File: config.mk
export PLATFORM = sky130hd
export DESIGN_NAME = divider_seq
export DESIGN_NICKNAME = d
export VERILOG_FILES = /design/src/rtl/divider_seq.sv
export SDC_FILE = /design/constraint.sdc
export NUM_CORES = 1
export LEC_CHECK = 0
export CAP_MARGIN = 10
export CORE_MARGIN = 8
export CORE_UTILIZATION = 60
export CTS_CLUSTER_DIAMETER = 60
export CTS_CLUSTER_SIZE = 40
export DETAILED_ROUTE_END_ITERATION = 10
export PLACE_DENSITY = 0.86
export SYNTH_ARGS = -nofsm -noshare
export SYNTH_HDL_FRONTEND = slang
export SYNTH_SLANG_ARGS = --single-unit
File: constraint.sdc
create_clock -name clk -period 5.05 [get_ports clk]
set_input_delay 1.01 -clock clk [delete_from_list [all_inputs] [get_ports clk]]
set_output_delay 1.01 -clock clk [all_outputs]
set_load 0.01 [all_outputs]
File: src/rtl/divider_seq.sv
// Sequential FP32 divider: restoring radix-2 division on 24-bit significands,
// one quotient bit per clock, fixed latency, truncating, with overflow/underflow flags.
module divider_seq #(
  parameter int QBITS = 25,
  parameter int EXPW  = 10
) (
  input  logic        clk,
  input  logic        rst_n,
  input  logic        start,
  input  logic [31:0] A,
  input  logic [31:0] B,
  output logic        busy,
  output logic        done,
  output logic [31:0] S,
  output logic        overflag,
  output logic        underflag
);

  localparam logic [1:0] IDLE = 2'd0;
  localparam logic [1:0] DIV  = 2'd1;
  localparam logic [1:0] NORM = 2'd2;
  localparam logic [1:0] DONE = 2'd3;

  logic [1:0]       state_q, state_d;
  logic [4:0]       cnt_q, cnt_d;
  logic [25:0]      rem_q, rem_d;
  logic [QBITS-1:0] quo_q, quo_d;
  logic [23:0]      fracb_q, fracb_d;
  logic [7:0]       expa_q, expa_d;
  logic [7:0]       expb_q, expb_d;
  logic             sign_q, sign_d;
  logic [31:0]      s_q, s_d;
  logic             over_q, over_d;
  logic             under_q, under_d;
  logic             done_q, done_d;
  logic             busy_q, busy_d;

  logic [25:0]        trial_s;
  logic               ge_s;
  logic signed [EXPW-1:0] exp_s;
  logic [22:0]        frac_s;

  // Next-state, datapath iteration and result normalisation.
  always_comb begin
    state_d = state_q;
    cnt_d   = cnt_q;
    rem_d   = rem_q;
    quo_d   = quo_q;
    fracb_d = fracb_q;
    expa_d  = expa_q;
    expb_d  = expb_q;
    sign_d  = sign_q;
    s_d     = s_q;
    over_d  = over_q;
    under_d = under_q;
    done_d  = 1'b0;

    // Compare before shifting so the first bit lands in Q[24]: Q = floor(fracA*2^24/fracB).
    trial_s = rem_q - {2'b00, fracb_q};
    ge_s    = (rem_q >= {2'b00, fracb_q});

    exp_s = $signed({{(EXPW-8){1'b0}}, expa_q}) - $signed({{(EXPW-8){1'b0}}, expb_q})
          + (quo_q[QBITS-1] ? $signed(EXPW'(127)) : $signed(EXPW'(126)));
    if (quo_q[QBITS-1]) begin
      frac_s = quo_q[23:1];
    end else begin
      frac_s = quo_q[22:0];
    end

    case (state_q)
      IDLE: begin
        if (start) begin
          sign_d  = A[31] ^ B[31];
          expa_d  = A[30:23];
          expb_d  = B[30:23];
          rem_d   = {2'b00, 1'b1, A[22:0]};
          fracb_d = {1'b1, B[22:0]};
          quo_d   = {QBITS{1'b0}};
          cnt_d   = 5'd0;
          over_d  = 1'b0;
          under_d = 1'b0;
          state_d = DIV;
        end else begin
          state_d = IDLE;
        end
      end
      DIV: begin
        if (ge_s) begin
          rem_d = {trial_s[24:0], 1'b0};
        end else begin
          rem_d = {rem_q[24:0], 1'b0};
        end
        quo_d = {quo_q[QBITS-2:0], ge_s};
        if (cnt_q == 5'd24) begin
          cnt_d   = 5'd0;
          state_d = NORM;
        end else begin
          cnt_d   = cnt_q + 5'd1;
          state_d = DIV;
        end
      end
      NORM: begin
        if (expb_q == 8'd0) begin
          s_d    = {sign_q, 8'hFF, 23'd0};
          over_d = 1'b1;
        end else if (expa_q == 8'd0) begin
          s_d = {sign_q, 31'd0};
        end else if (exp_s >= $signed(EXPW'(255))) begin
          s_d    = {sign_q, 8'hFF, 23'd0};
          over_d = 1'b1;
        end else if (exp_s <= $signed(EXPW'(0))) begin
          s_d     = {sign_q, 31'd0};
          under_d = 1'b1;
        end else begin
          s_d = {sign_q, exp_s[7:0], frac_s};
        end
        done_d  = 1'b1;
        state_d = DONE;
      end
      DONE: begin
        state_d = IDLE;
      end
      default: begin
        state_d = IDLE;
      end
    endcase

    busy_d = (state_d != IDLE);
  end

  // State and output registers; reset aborts any operation in flight.
  always_ff @(posedge clk or negedge rst_n) begin
    if (!rst_n) begin
      state_q <= IDLE;
      cnt_q   <= 5'd0;
      rem_q   <= 26'd0;
      quo_q   <= {QBITS{1'b0}};
      fracb_q <= 24'd0;
      expa_q  <= 8'd0;
      expb_q  <= 8'd0;
      sign_q  <= 1'b0;
      s_q     <= 32'd0;
      over_q  <= 1'b0;
      under_q <= 1'b0;
      done_q  <= 1'b0;
      busy_q  <= 1'b0;
    end else begin
      state_q <= state_d;
      cnt_q   <= cnt_d;
      rem_q   <= rem_d;
      quo_q   <= quo_d;
      fracb_q <= fracb_d;
      expa_q  <= expa_d;
      expb_q  <= expb_d;
      sign_q  <= sign_d;
      s_q     <= s_d;
      over_q  <= over_d;
      under_q <= under_d;
      done_q  <= done_d;
      busy_q  <= busy_d;
    end
  end

  assign busy      = busy_q;
  assign done      = done_q;
  assign S         = s_q;
  assign overflag  = over_q;
  assign underflag = under_q;

endmodule

==> flow_metrics.env <==
export IMPL_root_buffer="clkbuf_16"
export IMPL_multi_input_area_um2=4140
export IMPL_die_h_um=131
export IMPL_syn2layout_area_growth_pct=21.7
export IMPL_overflow=0
export IMPL_die_w_um=131
export IMPL_finalSetupViolations=0
export IMPL_antennaDiodeCount=0
export IMPL_post_route_period_util=0.780
export IMPL_rsz0062_at_grt="false"
export IMPL_cts_setup_buffers=0
export IMPL_numCtsBuffers=17
export IMPL_clockBufferDepth=2
export IMPL_clk_pin_slew_worst_paths_ns=0.06
export IMPL_cts_max_level=4
export IMPL_initial_utilization=0.605
export IMPL_post_route_drc_count=0
export IMPL_max_freq_ghz=0.254
export IMPL_slew_viol_final=0
export IMPL_worst_pin_slew_ns=1.01
export IMPL_routed_wl_um=18500
export IMPL_grt_total_usage=0.227
export IMPL_setup_tns_ns=0
export IMPL_ios=103
export IMPL_synth_area_um2=7880
export IMPL_synth_distinct_cells=67
export IMPL_ys_seq_area_frac=0.429
export IMPL_via_count=6522
export IMPL_die_area_um2=17100
export IMPL_cp_arrival_ns=4.21
export IMPL_hp_class="flip-flop to flip-flop"
export IMPL_grt_first_pass_wirelength_um=30900
export IMPL_syn_num_nets=954
export IMPL_powerDensity_nw_per_um2=829
export IMPL_min_period_ns=3.94
export IMPL_cts_tree="done"
export IMPL_core_um2=13000
export IMPL_io_buffers=102
export IMPL_dr_pass1_iters=5
export IMPL_required_ns=5.32
export IMPL_whs_ns=0.472
export IMPL_synth_edf_count=0
export IMPL_hold_violations=0
export IMPL_final_nets=1038
export IMPL_grt_max_degree=114
export IMPL_post_cts_resized=0
export IMPL_hold_buffers=0
export IMPL_synthFlopType="dfrtp_1"
export IMPL_drive_above_1_share=0.0835
export IMPL_status="complete, no violations"
export IMPL_yosysWarningCount=0
export IMPL_postSynthAreaPerCell_um2=9.28
export IMPL_critPathCaptureType="flip-flop"
export IMPL_cts_sinks=135
export IMPL_relSlewSlack=0.325
export IMPL_via_per_inst=5.81
export IMPL_ir_drop_mv=0.410
export IMPL_cp_slowest_cell="a22oi_4"
export IMPL_synth_cells=849
export IMPL_nFillCells=960
export IMPL_drv_cap=0
export IMPL_p_leak_nw=4.16
export IMPL_num_rows=42
export IMPL_critPathMaxStageDelay_ns=0.56
export IMPL_ant_nets=0
export IMPL_synth_seq_cells=135
export IMPL_synth_async_sr_flop_share=1.00
export IMPL_drt_iter0_drc=527
export IMPL_clk_latency_ns=0.42
export IMPL_crit_top_cell="inv_1"
export IMPL_crit_chain="inv_1 -> ha_1 -> inv_1 -> fa_1 -> inv_1 -> ha_1 -> xnor2_1 -> nand3_1 -> or4_1 -> or4_1 -> a31o_2 -> a22oi_4 -> o31ai_1"
export IMPL_fin_skew_ns=0.0122
export IMPL_dp_hpwl_um=12800
export IMPL_critPathLaunchType="flip-flop"
export IMPL_seq_area_um2=3380
export IMPL_wl_per_cell_um=16.4
export IMPL_gp_congestion=0.882
export IMPL_critPathKind="flip-flop to flip-flop"
export IMPL_antenna_found_initial=0
export IMPL_cp_max_fo=23
export IMPL_first_global_vias=6503
==> metal layers <==
metal  up-vias  wire [um]  track usage
met2       184       8770        0.367
met4         0        408       0.0905
met3        37        997       0.0540
met5         -          0            0
met1      3097       8280        0.290
li1       3204          -            -
==> layout by cell type (no fill, tap or decap), types with 3 or more instances in the layout <==
cell             netlist  routed
ha_1                  36      36
clkbuf_16              0      17
or2_2                  4       4
nor2_1                20      20
a21oi_1               39      39
nand2b_1               6       6
or3_1                  3       3
mux2_2                11      11
inv_1                 50      50
a211oi_1              18      18
nand3_1               13      13
clkinv_2               0       3
inv_6                  0       4
nor2b_1               14      13
nand2_1              144     144
nor4_1                 5       5
o31ai_1               34      34
o21a_1                13      13
o21ai_0               84      84
mux2i_1               45      45
or4_1                  4       4
nor3_1                11      11
xor2_1                10      10
a21boi_0               3       3
nand4_1                4       4
clkdlybuf4s50_1        0     101
dfrtp_1              135     135
a21o_1                11      11
buf_4                  1       9
a221o_2                6       6
xnor2_1               15      15
o21bai_1               5       5
a31oi_1                5       5
and2_1                 4       4
clkinvlp_4             0       4
o211ai_1              11      11
==> per-stage QoR <==
step	cell area (um2)	worst slack [ns]	power, mW	util	std cells
floorplan	7880	1.59	5.69	-	849
global placement	9010	1.24	6.50	0.691	1090
detailed placement	9010	1.17	6.63	0.691	1090
CTS	9590	1.14	7.92	0.736	1122
global route	9590	0.887	8.59	0.736	1122
finish	9590	1.11	7.95	0.736	1122
==> power by group <==
part           internal [mW]  switching (mW)
clock                  0.729           0.492
sequential              1.57           0.332
combinational           2.03            2.80
total                   4.33            3.62
==> cell families after synthesis <==
logic type,after synthesis,share of synthesized area
simple gates,240,0.137
fa+ha+maj,38,0.0622
flops,135,0.429
buf+inv,96,0.0486
compound gates,258,0.221
xor+xnor,26,0.0299
mux,56,0.0729
==> path summary, 6_finish.rpt <==
check	from	endpoint	slack (ns)	cells after the start
min in group asynchronous	rst_n	overflag$_DFFE_PN0P_	0.70	1
worst max register to register	expa_q[0]$_DFFE_PN0P_	S[19]$_DFFE_PN0P_	1.11	13
worst min register to register	S[22]$_DFFE_PN0P_	S[22]$_DFFE_PN0P_	0.47	2
worst min-delay path	S[22]$_DFFE_PN0P_	S[22]$_DFFE_PN0P_	0.47	2
max in group asynchronous	rst_n	fracb_q[6]$_DFFE_PN0P_	3.48	2
worst max-delay path	expa_q[0]$_DFFE_PN0P_	S[19]$_DFFE_PN0P_	1.11	13
==> final cells by class <==
class / count / area share
clock inverters: 14 / 0.0155
repair buffers: 111 / 0.114
flip-flops and latches: 135 / 0.352
multi-input cells: 618 / 0.431
well taps: 176 / 0.0230
inverters: 50 / 0.0196
clock buffers: 18 / 0.0448
==> state kept, by name, summed over array words and instances, names as in the netlist <==
name	flops
S	32
busy	1
cnt_q	5
done	1
expa_q	8
expb_q	8
fracb_q	24
overflag	1
quo_q	25
rem_q	26
sign_q	1
state_q	2
underflag	1
==> Yosys cell counts, types with 6 or more instances <==
cell type	instances	share of area
a211oi_1	18	0.017
a21o_1	11	0.010
a21oi_1	39	0.025
a221o_2	6	0.0086
buf_1	6	0.0029
clkbuf_1	34	0.016
dfrtp_1	135	0.43
ha_1	36	0.057
inv_1	50	0.024
mux2_2	11	0.016
mux2i_1	45	0.057
nand2_1	144	0.069
nand2b_1	6	0.0048
nand3_1	13	0.0083
nor2_1	20	0.0095
nor2b_1	14	0.011
nor3_1	11	0.0070
o211ai_1	11	0.010
o21a_1	13	0.012
o21ai_0	84	0.053
o31ai_1	34	0.032
xnor2_1	15	0.017
xor2_1	10	0.011
==> worst max-delay path, delay by kind of cell, from the launching register on <==
family                     cells  cell delay [ns]
AOI/OAI and AO/OA              3             1.03
adders and majority gates      3             0.97
and+or+nand+nor                3             0.92
DFF                            1             0.37
xor gates and xnor gates       1             0.30
buffers and inverters          3             0.19
Note: power is estimated with default switching activity, not from simulation.
